--- src/rtl/adsr_envelope.sv ---
// adsr_envelope: gate-driven ADSR envelope generator with sample multiplier.
//
// The envelope has five states (IDLE, ATTACK, DECAY, SUSTAIN, RELEASE). Gate edges
// change state immediately. The level only moves on in_ready strobes, using the
// rates and sustain level sampled live at that strobe. Each strobe scales sample_in
// by the level held before that strobe's step. The registered result appears one
// clock later, with a single-cycle out_valid pulse.
//
// Build option:
//   ADSR_ROUND_EN  when defined, sample_out is rounded half up and saturated to the
//                  signed SAMPLE_W range. When undefined, it is truncated toward -inf.
//
// Ports:
//   clk            system clock
//   reset          asynchronous, active-low reset
//   in_ready       sample strobe, one-cycle pulse per input sample
//   sample_in      signed input sample, valid with in_ready
//   gate           note on (1) / note off (0), level-sensitive
//   attack_rate    level increment per strobe in ATTACK, 0 = instant
//   decay_rate     level decrement per strobe in DECAY, 0 = instant
//   sustain_level  DECAY target and SUSTAIN hold level
//   release_rate   level decrement per strobe in RELEASE, 0 = instant
//   sample_out     registered, scaled signed sample
//   out_valid      one-cycle pulse when sample_out updates
//   env_level      current envelope level
//   env_state      IDLE=0 ATTACK=1 DECAY=2 SUSTAIN=3 RELEASE=4
//   busy           env_state != IDLE
module adsr_envelope #(
    parameter int unsigned SAMPLE_W = 16,
    parameter int unsigned ENV_W    = 16,
    parameter int unsigned RATE_W   = 16
) (
    input  logic                       clk,
    input  logic                       reset,
    input  logic                       in_ready,
    input  logic signed [SAMPLE_W-1:0] sample_in,
    input  logic                       gate,
    input  logic        [RATE_W-1:0]   attack_rate,
    input  logic        [RATE_W-1:0]   decay_rate,
    input  logic        [ENV_W-1:0]    sustain_level,
    input  logic        [RATE_W-1:0]   release_rate,
    output logic signed [SAMPLE_W-1:0] sample_out,
    output logic                       out_valid,
    output logic        [ENV_W-1:0]    env_level,
    output logic        [2:0]          env_state,
    output logic                       busy
);

    localparam logic [2:0] StIdle    = 3'd0;
    localparam logic [2:0] StAttack  = 3'd1;
    localparam logic [2:0] StDecay   = 3'd2;
    localparam logic [2:0] StSustain = 3'd3;
    localparam logic [2:0] StRelease = 3'd4;

    localparam int unsigned PROD_W = SAMPLE_W + ENV_W + 1;
    localparam logic [ENV_W-1:0] ENV_MAX   = {ENV_W{1'b1}};
    localparam logic [ENV_W:0]   ENV_MAX_X = {1'b0, ENV_MAX};

    logic [ENV_W-1:0] lvl_q, lvl_d;
    logic [2:0]       state_q, state_d, state_e;
    logic             gate_q;
    logic             out_valid_q;
    logic signed [SAMPLE_W-1:0] sample_out_q;
    logic signed [SAMPLE_W-1:0] scaled;

    // Step arithmetic is one bit wider than the level so nothing wraps.
    logic [ENV_W:0] att_sum, dec_diff, rel_diff;
    assign att_sum  = {1'b0, lvl_q} + {{(ENV_W + 1 - RATE_W){1'b0}}, attack_rate};
    assign dec_diff = {1'b0, lvl_q} - {{(ENV_W + 1 - RATE_W){1'b0}}, decay_rate};
    assign rel_diff = {1'b0, lvl_q} - {{(ENV_W + 1 - RATE_W){1'b0}}, release_rate};

    always_comb begin
        // Gate edges take effect first; a same-cycle strobe then steps in the new state.
        state_e = state_q;
        if (gate && !gate_q) begin
            state_e = StAttack;
        end else if (!gate && gate_q &&
                     (state_q == StAttack || state_q == StDecay || state_q == StSustain)) begin
            state_e = StRelease;
        end

        state_d = state_e;
        lvl_d   = lvl_q;
        if (in_ready) begin
            case (state_e)
                StAttack: begin
                    if (attack_rate == '0 || att_sum >= ENV_MAX_X) begin
                        lvl_d   = ENV_MAX;
                        state_d = StDecay;
                    end else begin
                        lvl_d = att_sum[ENV_W-1:0];
                    end
                end
                StDecay: begin
                    // Borrow bit set means the subtraction went below zero.
                    if (decay_rate == '0 || dec_diff[ENV_W] ||
                        dec_diff <= {1'b0, sustain_level}) begin
                        lvl_d   = sustain_level;
                        state_d = StSustain;
                    end else begin
                        lvl_d = dec_diff[ENV_W-1:0];
                    end
                end
                StSustain: lvl_d = sustain_level;
                StRelease: begin
                    if (release_rate == '0 || rel_diff[ENV_W] || rel_diff == '0) begin
                        lvl_d   = '0;
                        state_d = StIdle;
                    end else begin
                        lvl_d = rel_diff[ENV_W-1:0];
                    end
                end
                default: begin
                    lvl_d   = '0;
                    state_d = StIdle;
                end
            endcase
        end
    end

    // Signed multiply. The level is treated as non-negative, so it gets a zero sign bit.
    logic signed [PROD_W-1:0] samp_x, lvl_x, product;
    assign samp_x  = PROD_W'(sample_in);
    assign lvl_x   = PROD_W'($signed({1'b0, lvl_q}));
    assign product = samp_x * lvl_x;

`ifdef ADSR_ROUND_EN
    localparam int unsigned HI_W = SAMPLE_W + 2;
    localparam logic signed [HI_W-1:0] SAT_MAX = {3'b000, {(SAMPLE_W - 1){1'b1}}};
    localparam logic signed [HI_W-1:0] SAT_MIN = {3'b111, {(SAMPLE_W - 1){1'b0}}};
    localparam logic signed [PROD_W:0] HALF    = (PROD_W + 1)'(1) << (ENV_W - 1);

    logic signed [PROD_W:0]   rnd_sum;
    logic signed [HI_W-1:0]   rnd_hi;
    logic                     unused_rnd_bits;
    assign rnd_sum = {product[PROD_W-1], product} + HALF;
    assign rnd_hi  = rnd_sum[PROD_W:ENV_W];
    assign unused_rnd_bits = ^rnd_sum[ENV_W-1:0];

    always_comb begin
        if (rnd_hi > SAT_MAX) begin
            scaled = SAT_MAX[SAMPLE_W-1:0];
        end else if (rnd_hi < SAT_MIN) begin
            scaled = SAT_MIN[SAMPLE_W-1:0];
        end else begin
            scaled = rnd_hi[SAMPLE_W-1:0];
        end
    end
`else
    // Taking the bits above ENV_W is an arithmetic shift that truncates toward -inf.
    logic unused_prod_bits;
    assign scaled = product[ENV_W +: SAMPLE_W];
    assign unused_prod_bits = ^{product[PROD_W-1], product[ENV_W-1:0]};
`endif

    always_ff @(posedge clk or negedge reset) begin
        if (!reset) begin
            lvl_q        <= '0;
            state_q      <= StIdle;
            gate_q       <= 1'b0;
            out_valid_q  <= 1'b0;
            sample_out_q <= '0;
        end else begin
            lvl_q       <= lvl_d;
            state_q     <= state_d;
            gate_q      <= gate;
            out_valid_q <= in_ready;
            if (in_ready) begin
                sample_out_q <= scaled;
            end
        end
    end

    assign sample_out = sample_out_q;
    assign out_valid  = out_valid_q;
    assign env_level  = lvl_q;
    assign env_state  = state_q;
    assign busy       = (state_q != StIdle);

endmodule

--- config.mk ---
export PLATFORM = sky130hd
export DESIGN_NAME = adsr_envelope
export DESIGN_NICKNAME = d
export VERILOG_FILES = /design/src/rtl/adsr_envelope.sv
export SDC_FILE = /design/constraint.sdc
export NUM_CORES = 1
export LEC_CHECK = 0
export CORE_MARGIN = 10
export CORE_UTILIZATION = 55
export CTS_CLUSTER_SIZE = 16
export DETAILED_ROUTE_END_ITERATION = 12
export HOLD_SLACK_MARGIN = 0.12
export PLACE_DENSITY = 0.9
export SLEW_MARGIN = 30
export SYNTH_ARGS = -nofsm -noshare
export SYNTH_HDL_FRONTEND = slang
export SYNTH_SLANG_ARGS = --single-unit
--- constraint.sdc ---
create_clock -name clk -period 6.1 [get_ports clk]
set_clock_uncertainty 0.2 [all_clocks]
set_input_delay 1.22 -clock clk [delete_from_list [all_inputs] [get_ports clk]]
set_output_delay 1.22 -clock clk [all_outputs]
set_load 0.05 [all_outputs]
# [Yosys cells after proc, flatten, opt, wreduce, memory -nomap -nowiden]
# Cells that the tools add are included.
[classes] addsub=3 muxes=11 n_lt_le_gt_ge=2 multipliers=1 n_eq_ne=7 n_reduce_logical=17
[op_table] op="$pmux 16 s4" count=1
[op_table] op="$logic_not 16->1" count=3
[op_table] op="$mux 16" count=3
[op_table] op="$sub 16x16->17" count=2
[op_table] op="$mul 16x17->32" count=1
[op_table] op="$mux 3" count=6
[op_table] op="$add 16x16->17" count=1
[op_table] op="$ge 17x16->1 const B" count=1
[op_table] op="$le 17x16->1" count=1
[op_table] op="$logic_not 17->1" count=1
[op_table] op="$eq 3x2->1 const B" count=4
[op_table] op="$pmux 3 s4" count=1
[op_table] op="$logic_or 1x1->1" count=7
[op_table] op="$eq 3x1->1 const B" count=2
[op_table] op="$eq 3x3->1 const B" count=1
[op_table] op="$logic_and 1x1->1" count=3
[op_table] op="$reduce_bool 3->1" count=1
[op_table] op="$logic_not 1->1" count=2
[word_totals] output_inout_bits=37 in_bits=84 ff_bits=37

# [Depth between registers and ports, before layout]
# Gate-level depths: netlist of run 1.
[logic_depth] depth_word=9 depth_mapped=24

# [Least setup slack after synthesis of run 1]
# Ideal clock, no wire load.
[synth_path] kind="input -> register" start="input port sample_in[7]" end="register sample_out_q[11] (netlist: sample_out[11])" cell_stages=23 path_slack_ns=-0.869 arrival_time_ns=6.644 cell_sequence="clkbuf_1 -> nand2_1 -> fa_1 -> inv_1 -> fa_1 -> inv_1 -> fa_1 -> inv_1 -> fa_1 -> fa_1 -> inv_1 -> fa_1 -> inv_1 -> ha_1 -> nand2_1 -> nor4_1 -> a311oi_1 -> o211a_1 -> o31ai_1 -> a21o_1 -> a21oi_1 -> xnor2_1 -> mux2_2"
[synth_via] elab_chain_cells=1
[synth_rtl] element="start: declaration" line="36" source="input logic signed [SAMPLE_W-1:0] sample_in,"
[synth_rtl] element="$mul 16x17->32" line="125" source="assign product = samp_x * lvl_x;"
[synth_rtl] element="end signal: assignment" line="169" source="sample_out_q <= scaled;"
[synth_rtl] element="end: declaration" line="63" source="logic signed [SAMPLE_W-1:0] sample_out_q;"
# Every way passes these cells.
# A chain may end at the register's enable or synchronous reset.

# [Worst setup path after layout of run 1]
[layout_path] start="input port sample_in[4]" end="register sample_out_q[11] (netlist: sample_out[11])"
# Same word-level chain as after synthesis.

==> flow_summary_export.csv, run 1 <==
group,metric,value,unit
clock_tree,numCtsBuffers,5,
logic_synthesis,syn_area_per_cell,8.582,µm²
floorplan,die_w,172.3,µm
setup_path,arrival,6.80,ns
logic_synthesis,synth_edf_count,0,
clock_tree,cts_sinks,37,
layout,antenna_cells,0,
setup_path,path_max_fanout,6,
global_routing,antenna_found_initial,0,
placement,io_buffers,120,
logic_synthesis,ys_warn_count,0,
logic_synthesis,synth_cell_types,65,
layout,finish.utilization,0.7009,
setup_path,timing.rr.end,"sample_out[11]$_DFFE_PN0P_",
logic_synthesis,syn_area,12750,µm²
timing,maxSlewViolCount,0,
clock_tree,cts_tree,"done",
route,first_iter_violations,987,
setup_path,cpPeakStageDelay,0.54,ns
route,vias,11800,
setup_path,critPathTopFamily,"adder cells",
clock_tree,clk_pin_slew_worst_paths,0.05,ns
clock_tree,clock_latency,0.29,ns
global_routing,grt_pass1_wl,64000,µm
floorplan,row_count,55,
setup_path,crit_top_cell,"fa_1",
status,status,"finished with violations",
setup_path,critPathCaptureType,"flip-flop",
logic_synthesis,ys_seq_area_frac,0.07260,
route,firstDrtPassIters,6,
timing,period_share,1.120,
floorplan,io_pins,121,
route,drt_wl_total,39280,µm
min_path,hold_path_depth,2,
setup_path,reg2reg_depth,18,
route,route.detailed.drc,0,
timing,final.min_clock_period,6.834,ns
route,routed_via_density,5.919,
route,ant_nets,0,
run,drv_cap,0,
placement,finalWeightedCongestion,0.9619,
timing,rsz0062_at_grt,"true",
clock_tree,cts_buffer_depth,2,
floorplan,fp.dieH,172.3,µm
layout,drive_gt1_frac,0.1604,
timing,worstMarginPinSlew,0.7904,ns
min_path,hp-class,"flip-flop to flip-flop",
floorplan,core_area,22710,µm²
placement,pre_cts_slack,-1.656,ns
logic_synthesis,synthCells,1486,
timing,final-setup-viol-count,16,
logic_synthesis,synth_seq_cells,37,
route,post_drt_wl_per_cell,19.71,µm
logic_synthesis,synth_fp_nets,1944,
setup_path,crit_chain,"buf_8 > buf_8 > and2_4 > fa_1 > inv_2 > fa_2 > fa_1 > inv_2 > fa_1 > fa_1 > inv_2 > fa_1 > inv_2 > ha_4 > nand2_4 > nor4_4 > a311oi_4 > o211a_4 > o31ai_4 > a21o_1 > a21oi_2 > xnor2_1 > mux2_4",
min_path,hold_start,"sample_out[14]$_DFFE_PN0P_",
floorplan,initial_core_util,0.5616,
setup_path,path_buf_inv,6,
timing,fmax,0.1463,GHz
setup_path,required,6.07,ns
floorplan,dieArea,29680,µm²
status,violations,"setup timing",
global_routing,grt_max_degree,38,
global_routing,grt-ovfl-total,0,
global_routing,first_global_vias,12920,
timing,hold_violations,0,
setup_path,reg2reg_from,"env_level[1]$_DFFE_PN0P_",
layout,syn_to_final_growth,24.80,%
placement,dp.final_hpwl,31640,µm
min_path,hold_end,"sample_out[14]$_DFFE_PN0P_",
setup_path,crit_path_top_delay_cell,"fa_2",
setup_path,reg2reg_slack,-0.33,ns
global_routing,gr-usage-all-layers,0.2723,
clock_tree,root_buffer,"clkbuf_16",
timing,relSlewSlack,0.4698,
logic_synthesis,async_flop_share,1.000,
layout,nets,2165,
setup_path,critPathKind,"input pin to flip-flop",
clock_tree,h-tree-depth,2,
timing,worst_slack,-0.7337,ns
setup_path,critPathLaunchType,"input pin",
logic_synthesis,synth_ff_type,"dfrtp_1",
==> worst min-delay path, delay by kind of cell (launching register included) <==
kind,cells,cell delay (ns)
simple gates,1,0.05
compound gates,1,0.06
flops,1,0.34
==> metal layers <==
layer / wire length, µm / up-vias / GRT usage
li1: - / 5241 / -
met1: 14340 / 5794 / 0.3119
met2: 19720 / 616 / 0.4845
met3: 3286 / 146 / 0.04560
met4: 1936 / 0 / 0.1271
met5: 0 / - / 0
==> layout by cell type, fill, tap and decap left out, types with 9 or more instances in the layout <==
cell type and count:
a21o_1 22, a21oi_1 47, and2_1 101, and2_4 11
buf_4 121, buf_6 14, clkdlybuf4s50_1 104, dfrtp_1 37
fa_1 184, fa_2 12, ha_1 170, inv_1 280
inv_2 17, mux2_4 11, nand2_1 162, nand2b_1 14
nand4_1 11, nor2_1 52, nor2b_1 9, nor4_1 12
o211ai_1 10, o21a_1 12, o21ai_0 36, xnor2_1 27
xor2_1 20
==> area by class of cell <==
class                   count  area (µm²)
multi-input cells        1105       10980
flip-flops and latches     37       925.9
clock inverters             3       17.52
clock buffers               5       125.1
well taps                 285       356.6
fillers                  1599        6793
repair buffers            259        2389
inverters                 299        1125
==> registers in the layout (all words and copies together), names as in the netlist <==
| register | flops |
|---|---|
| env_level | 16 |
| sample_out | 16 |
| env_state | 3 |
| gate_q | 1 |
| out_valid | 1 |
==> through the flow <==
step	cell area, µm²	std cells	hold slack [ns]	TNS [ns]
2_1_floorplan	12900	1486	0.4557	-4.304
3_3_place_gp	15190	1968	0.2805	-18.52
3_5_place_dp	15190	1968	0.2787	-21.64
4_1_cts	15800	1993	0.3018	-8.541
5_1_grt	15920	1993	0.3251	-10.74
6_report	15920	1993	0.2939	-8.329
==> worst max path at each step <==
| stage | from | to | slack [ns] | cells after the start |
|---|---|---|---|---|
| 2_1_floorplan | sample_in[4] | sample_out[11]$_DFFE_PN0P_ | -0.52 | 22 |
| 3_3_place_gp | sample_in[5] | sample_out[15]$_DFFE_PN0P_ | -1.36 | 23 |
| 3_5_place_dp | sample_in[6] | sample_out[13]$_DFFE_PN0P_ | -1.66 | 24 |
| 4_1_cts | sample_in[4] | sample_out[15]$_DFFE_PN0P_ | -0.74 | 22 |
| 5_1_grt | sample_in[4] | sample_out[11]$_DFFE_PN0P_ | -0.86 | 23 |
| 6_report | sample_in[4] | sample_out[11]$_DFFE_PN0P_ | -0.73 | 23 |
==> cells in the mapped netlist, types with 13 or more instances <==
master	count	area (µm²)
dfrtp_1	37	925.9
mux2_2	14	157.7
clkbuf_1	44	165.2
and2_1	112	700.7
o21ai_0	44	220.2
a21oi_1	53	265.3
nand2b_1	14	87.58
a21o_1	22	165.2
nand2_1	168	630.6
fa_1	196	3924
xor2_1	21	183.9
inv_1	297	1115
ha_1	178	2227
nor2_1	55	206.5
xnor2_1	32	280.3
nor4_1	13	81.33
==> logic make-up (layout without fill, tap and decap cells) <==
family / after synthesis / count (layout) / synth area share
adder cells (fa/ha/maj): 375 / 375 / 0.4831
XOR/XNOR: 53 / 53 / 0.03640
AND/OR/NAND/NOR: 427 / 427 / 0.1666
flip-flops: 37 / 37 / 0.07260
multiplexers: 21 / 21 / 0.01786
AO/OA/AOI/OAI: 229 / 229 / 0.1222
buffers and inverters: 344 / 566 / 0.1012
==> timing repair <==
item | 4_1_cts | 5_1_grt
endpoints found under the hold margin | 0 | 0
pin swaps | 80 | 43
cloned | 4 | 0
gates resized for setup | 146 | 38
setup buffers | 18 | 5
hold buffers | 0 | 0
setup endpoints to repair | 16 | 16
Power of run 1 is not shown: default switching activity piles up to over one toggle a cycle in this logic, so the estimate is an artifact.
==> inputs of run 2 (changes only) <==
CORE_UTILIZATION = 25   (was 55)
PLACE_DENSITY = 0.53   (was 0.9)
==> run 2 against run 1 <==
  * The flow still finishes with violations (setup timing)
  * Wire length is 7.7% higher
  * Die area is 100% higher
  * Worst setup slack worse by 0.038 ns
  * Via count is 4.1% lower
  * Worst hold slack better by 0.0020 ns
  * Register-to-register slack hardly changed
  * Final cell count is 20% higher
  * Utilization is 37 points lower
  * Critical path type unchanged
  * Critical endpoint is now sample_out[13]$_DFFE_PN0P_
==> flow_summary_export.csv, run 2 (synthesis gave the netlist of run 1 again) <==
group,metric,value,unit
timing,period_share,1.127,
setup_path,arrival,6.86,ns
timing,hold_violations,0,
timing,final.min_clock_period,6.872,ns
timing,maxSlewViolCount,0,
placement,dp.final_hpwl,34920,µm
layout,nets,2185,
setup_path,reg2reg_slack,-0.33,ns
setup_path,reg2reg_depth,20,
clock_tree,numCtsBuffers,5,
layout,multi_input_area,11040,µm²
layout,drive_gt1_frac,0.1725,
route,firstDrtPassIters,5,
clock_tree,cts_hold_buf,0,
clock_tree,clock_latency,0.30,ns
setup_path,critPathLaunchType,"input pin",
status,violations,"setup timing",
min_path,hp-class,"flip-flop to flip-flop",
layout,final_common_cell,"inv_1",
layout,antenna_cells,0,
setup_path,reg2reg_from,"env_level[5]$_DFFE_PN0P_",
global_routing,gr-usage-all-layers,0.1422,
setup_path,path_max_fanout,5,
route,first_iter_violations,597,
min_path,hold_start,"sample_out[10]$_DFFE_PN0P_",
global_routing,grt-ovfl-total,0,
placement,post_dp_cell_area,15770,µm²
timing,rsz0062_at_grt,"true",
floorplan,fp.dieH,245.9,µm
layout,nFillCells,5239,
global_routing,grt_pass1_wl,67810,µm
timing,worst_slack,-0.7721,ns
global_routing,antenna_found_initial,0,
run,drv_cap,0,
route,vias,11310,
route,routed_via_density,4.714,
clock_tree,root_buffer,"clkbuf_16",
placement,finalWeightedCongestion,0.8896,
layout,syn_to_final_growth,30.78,%
clock_tree,cts_sinks,37,
clock_tree,cts_buffer_depth,2,
min_path,hold_end,"sample_out[10]$_DFFE_PN0P_",
clock_tree,cts_tree,"done",
status,status,"finished with violations",
layout,design_area,16680,µm²
route,route.detailed.drc,0,
timing,fmax,0.1455,GHz
global_routing,first_global_vias,12480,
layout,seqCellArea,925.9,µm²
setup_path,timing.rr.end,"sample_out[13]$_DFFE_PN0P_",
clock_tree,h-tree-depth,2,
timing,relSlewSlack,0.4190,
floorplan,initial_core_util,0.2537,
clock_tree,clk_pin_slew_worst_paths,0.07,ns
floorplan,row_count,82,
placement,io_buffers,120,
timing,final-setup-viol-count,16,
floorplan,io_pins,121,
min_path,hold_path_depth,2,
route,post_drt_wl_per_cell,17.63,µm
setup_path,critPathKind,"input pin to flip-flop",
timing,worstMarginPinSlew,0.8661,ns
setup_path,critPathCaptureType,"flip-flop",
global_routing,grt_max_degree,38,
route,ant_nets,0,
setup_path,required,6.09,ns
layout,finish.utilization,0.3318,
layout,final_cell_mix,"inv_1 (284), fa_1 (187), ha_1 (162)",
floorplan,core_area,50270,µm²
route,drt_wl_total,42320,µm
floorplan,dieArea,60450,µm²
floorplan,die_w,245.9,µm
## run 2: worst max path at each step
stage | start | to | slack (ns) | cells past startpoint
4_1_cts | sample_in[6] | sample_out[15]$_DFFE_PN0P_ | -0.82 | 22
3_3_place_gp | sample_in[4] | sample_out[15]$_DFFE_PN0P_ | -1.46 | 25
2_1_floorplan | sample_in[4] | sample_out[11]$_DFFE_PN0P_ | -0.52 | 22
3_5_place_dp | sample_in[4] | sample_out[15]$_DFFE_PN0P_ | -1.53 | 25
5_1_grt | sample_in[10] | sample_out[13]$_DFFE_PN0P_ | -0.99 | 25
6_report | sample_in[10] | sample_out[13]$_DFFE_PN0P_ | -0.77 | 25
## run 2: stage by stage
| stage | cells | hold WS (ns) | TNS [ns] | setup slack, ns |
|---|---|---|---|---|
| after floorplan | 1486 | 0.4557 | -4.304 | -0.5201 |
| after global placement | 2359 | 0.2783 | -19.68 | -1.461 |
| after detailed placement | 2359 | 0.2879 | -20.40 | -1.535 |
| after CTS | 2396 | 0.3032 | -10.30 | -0.8236 |
| after global routing | 2400 | 0.3282 | -12.52 | -0.9917 |
| final | 2400 | 0.2959 | -9.163 | -0.7721 |
## run 2: layout make-up
class                   instances  share of cell area
clock inverters                 3            0.001050
inverters                     299             0.06737
well taps                     672             0.05041
clock buffers                   5            0.007502
repair buffers                279              0.1560
multi-input cells            1105              0.6621
flip-flops and latches         37             0.05551
## run 2: worst max-delay path, stage by stage
cell and delay (ns):
dlygate4sd2_1 0.21, buf_6 0.12, buf_6 0.10, buf_6 0.12, nand2_2 0.06, fa_1 0.48, inv_1 0.05, fa_1 0.47
fa_1 0.50, fa_1 0.51, fa_1 0.53, inv_2 0.04, fa_1 0.38, inv_1 0.11, ha_4 0.22, a21o_1 0.18
a21o_1 0.18, a32oi_4 0.22, o21ai_4 0.13, a211oi_4 0.31, buf_4 0.18, nor2_4 0.04, a21oi_2 0.14, xnor2_1 0.09
mux2_4 0.26
## run 2: per-layer routing
| metal | track usage | wire length [µm] | part of all wire |
|---|---|---|---|
| met5 | 0 | 0 | 0 |
| met3 | 0.02650 | 2429 | 0.057 |
| met2 | 0.2454 | 20470 | 0.48 |
| met4 | 0.03957 | 1039 | 0.025 |
| met1 | 0.1773 | 18380 | 0.43 |
## run 2: timing repair
action | CTS | global route
endpoints found under the setup margin | 16 | 17
buffers inserted | 30 | 8
pin swaps | 46 | 78
cloned | 3 | 0
gates resized for setup | 86 | 86
Power of run 2 is left out for the same reason.
==> inputs of run 3 (changes only) <==
PLACE_DENSITY = 0.51   (was 0.53)
clock period = 8.8 ns   (was 6.1 ns; I/O delays follow)
==> run 3 against run 2 <==
  * The flow now finishes without violations
  * Via count fell by 5.7%
  * Utilization down 3.2 points
  * Global-route usage is essentially flat
  * First-iteration DRC count fell by 6.9%
  * Worst hold slack lost 0.0019 ns
  * Non-clock buffer count is 120 lower
  * Register-to-register slack improved by 2.1 ns
  * Wire length shrank 1.2%
  * Highest routed layer unchanged
==> flow_summary_export.csv, run 3 (synthesis gave the netlist of run 1 again) <==
group,metric,value,unit
min_path,hold_path_depth,2,
layout,antenna_cells,0,
placement,dp.final_hpwl,35130,µm
status,status,"completed",
global_routing,grt-ovfl-total,0,
run,drv_cap,0,
setup_path,required,8.78,ns
layout,syn_to_final_growth,18.21,%
global_routing,first_global_vias,11660,
timing,relSlewSlack,0.3955,
setup_path,crit_top_cell,"fa_1",
setup_path,cpPeakStageDelay,0.75,ns
setup_path,cp_num_cells,23,
placement,pre_cts_slack,0.3735,ns
route,drt_wl_total,41810,µm
floorplan,core_area,50270,µm²
route,first_iter_violations,556,
timing,fmax,0.1225,GHz
clock_tree,cts_tree,"done",
floorplan,io_pins,121,
setup_path,crit_path_top_delay_cell,"clkdlybuf4s50_1",
clock_tree,numCtsBuffers,5,
placement,io_buffers,120,
min_path,hold_end,"sample_out[4]$_DFFE_PN0P_",
setup_path,critPathKind,"input pin to flip-flop",
timing,final.min_clock_period,8.165,ns
layout,nFillCells,5375,
global_routing,gr-usage-all-layers,0.1424,
route,vias,10660,
timing,hold_violations,0,
clock_tree,post_cts_buffers,0,
timing,maxSlewViolCount,0,
setup_path,crit_chain,"clkdlybuf4s50_1 > buf_4 > nand2_1 > fa_1 > fa_1 > fa_1 > fa_1 > inv_1 > fa_1 > inv_1 > fa_1 > inv_1 > ha_1 > nand2_1 > nor4_1 > a311oi_1 > o21ai_0 > buf_4 > a211oi_1 > o31ai_1 > a21oi_1 > xnor2_1 > mux2_2",
setup_path,reg2reg_slack,1.72,ns
timing,worst_slack,0.6354,ns
setup_path,critPathTopFamily,"adder cells",
clock_tree,root_buffer,"clkbuf_16",
route,firstDrtPassIters,5,
global_routing,grt_max_degree,38,
min_path,hp-class,"flip-flop to flip-flop",
floorplan,die_w,245.9,µm
min_path,hold_start,"sample_out[4]$_DFFE_PN0P_",
setup_path,timing.rr.end,"sample_out[15]$_DFFE_PN0P_",
route,post_drt_wl_per_cell,18.34,µm
clock_tree,cts_hold_buf,0,
clock_tree,cts_sinks,37,
timing,rsz0062_at_grt,"false",
route,route.detailed.drc,0,
route,ant_nets,0,
setup_path,path_max_fanout,9,
clock_tree,h-tree-depth,2,
layout,final_cell_mix,"inv_1 (297), fa_1 (196), ha_1 (178)",
route,routed_via_density,4.677,
setup_path,arrival,8.14,ns
floorplan,dieArea,60450,µm²
layout,nets,2065,
setup_path,critPathCaptureType,"flip-flop",
global_routing,grt_pass1_wl,67570,µm
clock_tree,clock_latency,0.29,ns
layout,final_common_cell,"inv_1",
clock_tree,ctsResizeCount,0,
global_routing,antenna_found_initial,1,
setup_path,reg2reg_depth,24,
floorplan,row_count,82,
floorplan,fp.dieH,245.9,µm
timing,tns,0,ns
layout,drive_gt1_frac,0.04726,
setup_path,path_buf_inv,6,
setup_path,reg2reg_from,"env_level[6]$_DFFE_PN0P_",
timing,worstMarginPinSlew,0.9067,ns
clock_tree,clk_pin_slew_worst_paths,0.06,ns
layout,finish.utilization,0.2999,
timing,final-setup-viol-count,0,
timing,period_share,0.9278,
setup_path,critPathLaunchType,"input pin",
placement,finalWeightedCongestion,0.8716,
clock_tree,cts_buffer_depth,2,
floorplan,initial_core_util,0.2537,
-- run 3: worst max-delay path by stage --
stage | slack, ns | from | endpoint
floorplan | 1.29 | sample_in[7] | sample_out[11]$_DFFE_PN0P_
global placement | 0.39 | sample_in[5] | sample_out[15]$_DFFE_PN0P_
detailed placement | 0.37 | sample_in[2] | sample_out[15]$_DFFE_PN0P_
CTS | 0.63 | sample_in[2] | sample_out[15]$_DFFE_PN0P_
global route | 0.24 | sample_in[5] | sample_out[15]$_DFFE_PN0P_
finish | 0.64 | sample_in[2] | sample_out[15]$_DFFE_PN0P_
-- run 3: layout make-up --
type | instances | area, µm² | area share
multi-input cells | 1105 | 10550 | 0.6996
repair buffers | 159 | 1491 | 0.09893
inverters | 299 | 1122 | 0.07445
flip-flops and latches | 37 | 925.9 | 0.06142
well taps | 672 | 840.8 | 0.05577
clock buffers | 5 | 125.1 | 0.008299
clock inverters | 3 | 22.52 | 0.001494
-- run 3: tightest hold or removal path, stage by stage, from the launching register on --
cell	delay, ns
dfrtp_1	0.35
nand2_1	0.05
o21ai_0	0.06
-- run 3: per-layer routing --
metal  up-vias  track usage  part of all wire
met5         -            0                 0
met4         0      0.02396             0.014
met3        31      0.01857             0.046
met2       261       0.2440              0.48
met1      5337       0.1896              0.46
li1       5035            -                 -
-- run 3: per-stage QoR --
stage / hold slack [ns] / instance area (µm²) / std cells
floorplan: 0.4557 / 12750 / 1486
global placement: 0.2801 / 14920 / 2272
detailed placement: 0.2860 / 14920 / 2272
CTS: 0.3035 / 15070 / 2280
global route: 0.3273 / 15080 / 2280
finish: 0.2940 / 15080 / 2280
Power of run 3 is left out for the same reason.
